[config.mk]
export PLATFORM = sky130hd
export DESIGN_NAME = mux_stream_sched
export DESIGN_NICKNAME = d
export VERILOG_FILES = /design/src/rtl/mux_stream_sched.sv
export SDC_FILE = /design/constraint.sdc
export NUM_CORES = 1
export LEC_CHECK = 0
export CORE_MARGIN = 2
export CORE_UTILIZATION = 50
export CTS_CLUSTER_DIAMETER = 60
export DETAILED_ROUTE_END_ITERATION = 8
export DONT_BUFFER_PORTS = 1
export HOLD_SLACK_MARGIN = 0.08
export PLACE_DENSITY = 0.67
export SLEW_MARGIN = 20
export SYNTH_ARGS = -nofsm -noshare
export SYNTH_HDL_FRONTEND = slang
export SYNTH_SLANG_ARGS = --single-unit
[constraint.sdc]
create_clock -name clk -period 4.51 [get_ports clk]
set_input_delay 0.451 -clock clk [delete_from_list [all_inputs] [get_ports clk]]
set_output_delay 0.451 -clock clk [all_outputs]
set_load 0.02 [all_outputs]
[src/rtl/mux_stream_sched.sv]
// Skewed release sequencer for the systolic-array input stream muxes.
// Optional abort port pair is enabled by defining MUX_SCHED_ABORT_EN.
module mux_stream_sched #(
  parameter int unsigned N_LANES   = 4,
  parameter int unsigned BLOCK_LEN = 16,
  parameter int unsigned CNT_W     = 16
) (
  input  logic               clk,
  input  logic               rst,
  input  logic               start,
  input  logic [7:0]         blocks,
  input  logic               hold,
`ifdef MUX_SCHED_ABORT_EN
  input  logic               abort,
  output logic               aborted,
`endif
  output logic [N_LANES-1:0] lane_rst,
  output logic [N_LANES-1:0] lane_last,
  output logic               step,
  output logic               busy,
  output logic               done
);

  localparam int unsigned      K_W    = $clog2(BLOCK_LEN);
  localparam logic [K_W-1:0]   K_LAST = K_W'(BLOCK_LEN - 1);
  localparam logic [CNT_W-1:0] BLK_C  = CNT_W'(BLOCK_LEN);
  localparam logic [CNT_W-1:0] TAIL_C = CNT_W'(N_LANES - 1);

  typedef enum logic {S_IDLE, S_RUN} state_t;

  state_t             state_q, state_d;
  logic [CNT_W-1:0]   t_q, t_d;
  logic [K_W-1:0]     k_q, k_d;
  logic [7:0]         nblk_q, nblk_d;
  logic [N_LANES-1:0] lane_rst_q, lane_rst_d;
  logic [N_LANES-1:0] lane_last_q, lane_last_d;
  logic               busy_q, busy_d;
  logic               done_q, done_d;
  logic               abort_c;
  logic               adv;
  logic               f0;
  logic [CNT_W-1:0]   len_q, len_d, last_t;

`ifdef MUX_SCHED_ABORT_EN
  logic aborted_q, aborted_d;

  assign abort_c = abort;
  assign aborted = aborted_q;

  always_comb begin
    aborted_d = (state_q == S_RUN) && abort_c;
  end

  always_ff @(posedge clk or posedge rst) begin
    if (rst) aborted_q <= 1'b0;
    else     aborted_q <= aborted_d;
  end
`else
  assign abort_c = 1'b0;
`endif

  always_comb begin
    state_d     = state_q;
    t_d         = t_q;
    k_d         = k_q;
    nblk_d      = nblk_q;
    lane_last_d = lane_last_q;
    done_d      = 1'b0;
    adv         = 1'b0;
    f0          = 1'b0;
    len_q       = CNT_W'(nblk_q) * BLK_C;
    last_t      = len_q + TAIL_C - CNT_W'(1);

    case (state_q)
      S_IDLE: begin
        if (start) begin
          if (blocks == 8'd0) begin
            done_d = 1'b1;
          end else begin
            state_d = S_RUN;
            nblk_d  = blocks;
            t_d     = '0;
            k_d     = '0;
          end
        end
      end
      S_RUN: begin
        // abort overrides both hold and the natural end of the run
        if (abort_c) begin
          state_d = S_IDLE;
          t_d     = '0;
          k_d     = '0;
        end else if (!hold) begin
          if (t_q == last_t) begin
            state_d = S_IDLE;
            done_d  = 1'b1;
            t_d     = '0;
            k_d     = '0;
          end else begin
            adv = 1'b1;
            t_d = t_q + CNT_W'(1);
            k_d = (k_q == K_LAST) ? '0 : k_q + K_W'(1);
          end
        end
      end
      default: state_d = S_IDLE;
    endcase

    len_d  = CNT_W'(nblk_d) * BLK_C;
    busy_d = (state_d == S_RUN);

    // lane i streams while i <= t < i + nblk*BLOCK_LEN
    for (int i = 0; i < int'(N_LANES); i++) begin
      lane_rst_d[i] = !(busy_d && (t_d >= CNT_W'(i)) && ((t_d - CNT_W'(i)) < len_d));
    end

    // lane 0 flush flag, delayed one advancing beat per lane
    if (state_d != S_RUN || state_q != S_RUN) begin
      lane_last_d = '0;
    end else if (adv) begin
      f0 = (t_d < len_d) && (k_d == K_LAST);
      lane_last_d[0] = f0;
      for (int i = 1; i < int'(N_LANES); i++) begin
        lane_last_d[i] = lane_last_q[i-1];
      end
    end
  end

  always_ff @(posedge clk or posedge rst) begin
    if (rst) begin
      state_q     <= S_IDLE;
      t_q         <= '0;
      k_q         <= '0;
      nblk_q      <= '0;
      lane_rst_q  <= '1;
      lane_last_q <= '0;
      busy_q      <= 1'b0;
      done_q      <= 1'b0;
    end else begin
      state_q     <= state_d;
      t_q         <= t_d;
      k_q         <= k_d;
      nblk_q      <= nblk_d;
      lane_rst_q  <= lane_rst_d;
      lane_last_q <= lane_last_d;
      busy_q      <= busy_d;
      done_q      <= done_d;
    end
  end

  assign lane_rst  = lane_rst_q;
  assign lane_last = lane_last_q;
  assign busy      = busy_q;
  assign done      = done_q;
  assign step      = busy_q & ~hold;

endmodule
; ---- Word-level counts from Yosys, hierarchy flattened
; Index checks and enable logic that the tools add are counted.
[op_classes]
addsub = 7
n_lt_le_gt_ge = 8
mux = 28
bitwise = 4
eq_ne = 3
n_reduce_logical = 16
[ops]
columns = cell, n
row1 = 16-bit by 12-bit < comparator with 1-bit output, 4
row2 = 16-bit 2-to-1 mux, 4
row3 = "16-bit by 1-bit >= comparator with 1-bit output, second input constant", 2
row4 = "16-bit by 2-bit >= comparator with 1-bit output, second input constant", 2
row5 = 16-bit case mux with 2 select lines, 1
row6 = "16-bit by 2-bit subtractor with 16-bit output, second input constant", 2
row7 = 4-bit 2-to-1 mux, 7
row8 = 8-bit 2-to-1 mux, 3
row9 = "16-bit by 1-bit adder with 16-bit output, second input constant", 1
row10 = 16-bit == test, 1
row11 = "16-bit by 1-bit subtractor with 16-bit output, second input constant", 1
row12 = "13-bit by 1-bit subtractor with 14-bit output, second input constant", 1
row13 = "12-bit by 2-bit adder with 13-bit output, second input constant", 1
row14 = 1-bit 2-to-1 mux, 10
row15 = 1-bit logical AND, 9
row16 = "4-bit == test, second input constant", 2
row17 = 8-bit logical NOT, 1
row18 = 4-bit case mux with 2 select lines, 1
row19 = "4-bit by 1-bit adder with 4-bit output, second input constant", 1
row20 = 1-bit logical NOT, 4
row21 = 1-bit case mux with 2 select lines, 2
row22 = 1-bit NOT, 3
row23 = 2-bit nonzero test, 1
row24 = 1-bit AND, 1
row25 = 1-bit logical OR, 1
[word_totals]
register_bits = 38
in_bits = 12
elab_cells = 73
out_inout_bits = 11

; ---- Longest topological paths before layout
[logic_depth]
ltp_word = 10
mapped_depth = 17
ltp_nobuf = 17

; ---- Least setup slack after synthesis
; Ideal clock, no wire load.
[synth_timing]
path_kind = input port to flip-flop
startpoint = input blocks[7]
endpoint = register lane_rst_q[2], in the netlist lane_rst[2]
n_path_buf = 2
arrival_time_ns = 3.429
required_time_ns = 4.416
setup_ns = 0.094
cell_stages = 16
slack_ns = 0.987
cell_sequence = nor4_1 -> a21boi_1 -> nor2_1 -> buf_2 -> a22oi_1 -> o31ai_1 -> clkbuf_1 -> nor2_1 -> xor2_1 -> ha_1 -> a21oi_1 -> nor2b_1 -> o21ai_0 -> o211ai_1 -> a2111oi_0 -> o21ai_1
[synth_between]
elab_chain_cells = 8
[synth_rtl]
columns = element, line
row1 = start: declaration, 11  ; input logic [7:0] blocks,
row2 = 8-bit logical NOT *, 77  ; if (blocks == 8'd0) begin
row3 = 16-bit 2-to-1 mux *, 77
row4 = 16-bit 2-to-1 mux *, 76  ; if (start) begin
row5 = 16-bit case mux with 2 select lines *, 74  ; case (state_q)
row6 = named net t_d[8], 32  ; logic [CNT_W-1:0] t_q, t_d;
row7 = 16-bit by 2-bit subtractor with 16-bit output / 16-bit by 2-bit >= comparator with 1-bit output (equally long branches), 114  ; lane_rst_d[i] = !(busy_d && (t_d >= CNT_W'(i)) && ((t_d - CNT_W'(i)) < len_d));
row8 = 16-bit by 12-bit < comparator with 1-bit output / 1-bit logical AND (equally long branches), 114
row9 = 1-bit logical AND *, 114
row10 = 1-bit logical NOT *, 114
row11 = named net lane_rst_d[2], 35  ; logic [N_LANES-1:0] lane_rst_q, lane_rst_d;
row12 = end signal: assignment, 144  ; lane_rst_q <= lane_rst_d;
row13 = end: declaration, 35
; The timed path passes the listed nets; every way through them passes the cells marked *.
; A chain may end at the register's enable or synchronous reset.

==> results.md <==
* Area of the multi-input gates at 2280 um2
* Setup slack after layout at 0.451 ns
* Max Freq at 0.246 GHz
* RSZ-0062 raised after global routing: no
* Synth area leaders: dfrtp_1, ha_1, xnor2_1, nand2_1, dfstp_2
* Post-route minimum period at 4.06 ns
* Vias in the first global route at 2961
* Placed Instances at 471
* Layout cell share with drive strength beyond 1 at 14.0%
* Detailed Route WL at 9500 um
* CP max stage delay at 0.63 ns
* Via count at 3112
* Critical path endpoint category: flop
* Routed length per instance at 19.8 um
* Die ar. at 7510 um2
* Crit Path Category: flop to flop
* Layout Nets at 442
* Cts hold-fix bufs at 0
* Commonest non-fill, non-tap cells in the layout: dfrtp_1, ha_1, nand2_1, inv_1, xnor2_1
* Share of the yosys chip area belonging to registers at 28.0%
* GR Layer Usage met1 at 34.6%
* Crit share post-route at 90.0%
* Clock transition at path regs at 0.08 ns
* Pwr dens at 551 nW/um2
* FF/Latch Area at 956 um2
* Net Sw Frac at 44.3%
* Vias/cell at 6.48
* Core Region at 6720 um2
* Pre-antenna DRT Iters at 5
* Clock skew at 0.00800 ns
* Filler-free cell count of the finished design at 480
* Starting Density at 50.9%
* Synth area leader: dfrtp_1
* # DRC at 0
* IO Count at 23
* Number of synthesized flops with an enable pin at 0
* Rel. slew slack at 40.5%
* Initial DRC count at 239
* Fill cells at 628
* Crit-path slowest cell: dfrtp_1
* DP Worst Slack at 0.444 ns
* Post-layout util at 55.5%
* GRT Util Overall at 26.5%
* Most common cell after layout, fill and taps aside: dfrtp_1
* Synthesized area per cell at 8.83 um2
* Post-route ant nets at 0
* CTS tree: built
* CTS sink count at 38
* MaxCap Viol Count at 0
* Post-synth top flop: dfrtp_1
* Area growth syn-to-layout at 9.12%
* Met2 GRT Util at 44.0%
* Slew @ Worst Pin at 0.884 ns
* H-tree depth at 2
* First-pass GRT wire length at 15300 um
* Startpoint types: flop
* Gp weighted congestion at 0.937
* Dpl hpwl at 7400 um
* Setup tns final at 0 ns
* Cell Rows at 30
* Sw Pwr at 911 uW
* Endpoints failing setup at 0
* Die extent in y at 86.7 um
* Clk buf depth at 2
* Clk network pwr share at 17.7%
* Max IR drop VDD at 0.000258 V
* Pin count of the biggest net entering global routing at 21
* Synth cell types at 72
* Clk root buf: clkbuf_8
* Leak Pwr at 1.69 nW
* Met3 usage at 4.19%
* Cts bufs inserted at 5
* Critical path cell sequence: nor2b_1, buf_4, a21bo_2, and2_1, o2bb2ai_1, nor4_2, nand3_2, nor2_1, xor2_1, ha_1, a21oi_1, nor2b_1, o21ai_0, o211ai_1, a2111oi_0, o21ai_1
* Outcome: finished clean
* Die Width at 86.7 um
* Slew Limit Fails at 0
* Int Power at 1.14 mW
* Clk_lat worst skew at 0.31 ns
* Logic pwr share at 55.9%
* Cell mode on critical path: nor2b_1
* Antenna Diode Count at 0
* Synth Warn # at 0
* Post-synth ARST share at 100%
* Hold WC Path Type: input pin to async pin
* Remaining Overflow, GRT at 0
* Worst Path Max Fanout at 13
* Netlist Area Pre-Place at 3420 um2
* Seq cells post-synth at 38
* Post-synth top area share at 24.9%
* I/O Buffers at 0
* Final hold violations at 0
* Initial antenna violation count at 0
* Mapped Cells at 387
* Req. time, crit path at 4.73 ns
* Critical Path AT at 4.27 ns
* Syn nets at 430
* Sequential power share at 26.4%
* Most Used Layer, Global Route: met2
cell usage after synthesis (2+ instances only):
cell / number
dfrtp_1: 34
ha_1: 31
nand2_1: 29
inv_1: 26
xnor2_1: 23
nor2_1: 21
a21oi_1: 17
nand4_1: 15
nand3_1: 13
a22oi_1: 12
o21ai_0: 12
o31ai_1: 11
nor3_1: 10
clkbuf_1: 8
nor2b_1: 7
nor4_1: 7
xor2_1: 7
and2_1: 5
o211ai_1: 5
o22ai_1: 5
a22o_1: 4
and3_1: 4
and4_1: 4
buf_6: 4
dfstp_2: 4
nand2b_1: 4
a2111oi_0: 3
a211oi_1: 3
a21o_1: 3
buf_2: 3
or2_2: 3
xnor2_2: 3
a31oi_1: 2
nand3b_1: 2
nor3b_1: 2
nor4_2: 2
nor4_4: 2
nor4b_1: 2
o2bb2ai_1: 2
power by group through the flow:
stage / Combinational, mW / Clock, mW / Sequential [mW]
after floorplan: 0.919 / 0 / 0.497
after detailed placement: 1.13 / 0 / 0.543
final: 1.15 / 0.363 / 0.542
after global routing: 1.30 / 0.378 / 0.553
after global placement: 1.10 / 0 / 0.541
after CTS: 1.14 / 0.364 / 0.539
logic make-up (layout without fill, tap and decap cells):
logic type                 count (synthesis)  count (layout)  share of synthesized area (%)
and+or+nand+nor                          144             144                           24.6
DFF                                       38              38                           28.0
muxes                                      1               1                          0.293
adders and majority gates                 31              31                           11.4
AOI/OAI and AO/OA                         97              97                           20.8
xor gates and xnor gates                  33              33                           9.12
buffers and inverters                     43              56                           5.79
path summary, 6_finish.rpt:
path	cells after the start	endpoint	start	slack, ns
max in group asynchronous	2	t_q[5]$_DFF_PP0_	rst	3.59
hold / removal	1	k_q[0]$_DFF_PP0_	rst	0.15
setup reg to reg	16	lane_rst[2]$_DFF_PP1_	busy$_DFF_PP0_	0.45
min in group clk	2	lane_last[1]$_DFFE_PP0P_	hold	0.27
hold reg to reg	1	k_q[3]$_DFF_PP0_	k_q[3]$_DFF_PP0_	0.55
setup / recovery	16	lane_rst[2]$_DFF_PP1_	busy$_DFF_PP0_	0.45
registers in the layout, indices dropped and copies added (netlist names):
signal	flops
busy	1
nblk_q	8
lane_rst	4
k_q	4
t_q	16
done	1
lane_last	4
per-stage QoR:
stage / hold slack (ns) / power (mW) / area, um2
2_1_floorplan: 0.482 / 1.42 / 3420
4_1_cts: 0.181 / 2.04 / 3710
5_1_grt: 0.211 / 2.23 / 3730
3_5_place_dp: 0.514 / 1.67 / 3570
6_report: 0.154 / 2.05 / 3730
3_3_place_gp: 0.509 / 1.64 / 3570
critical path, delay by kind of cell (launching register included):
family                   cells  cell delay [ns]
flip-flops                   1             0.63
AO/OA/AOI/OAI                7             1.52
adder cells (fa/ha/maj)      1             0.27
XOR/XNOR                     1             0.17
buffers and inverters        1             0.20
AND/OR/NAND/NOR              6             1.18
metal layers:
| metal | vias to the layer above | share of wire [%] |
|---|---|---|
| met5 | - | 0 |
| met4 | 0 | 2.8 |
| met3 | 21 | 4.7 |
| met2 | 109 | 49 |
| met1 | 1512 | 44 |
| li1 | 1470 | - |
area by class of cell:
| cell class | instances | share of cell area (%) |
|---|---|---|
| clock inverters | 3 | 1.85 |
| repair buffers | 20 | 4.03 |
| inverters | 28 | 2.89 |
| flip-flops and latches | 38 | 25.6 |
| well taps | 80 | 2.68 |
| multi-input cells | 306 | 61.1 |
| clock buffers | 5 | 1.85 |
repair_timing:
| action | CTS | global route |
|---|---|---|
| endpoints found under the setup margin | 0 | 2 |
| resized for setup | 0 | 1 |
| endpoints found under the hold margin | 0 | 0 |
| setup buffers | 0 | 1 |
No activity file was read; power rests on OpenSTA's default activity.
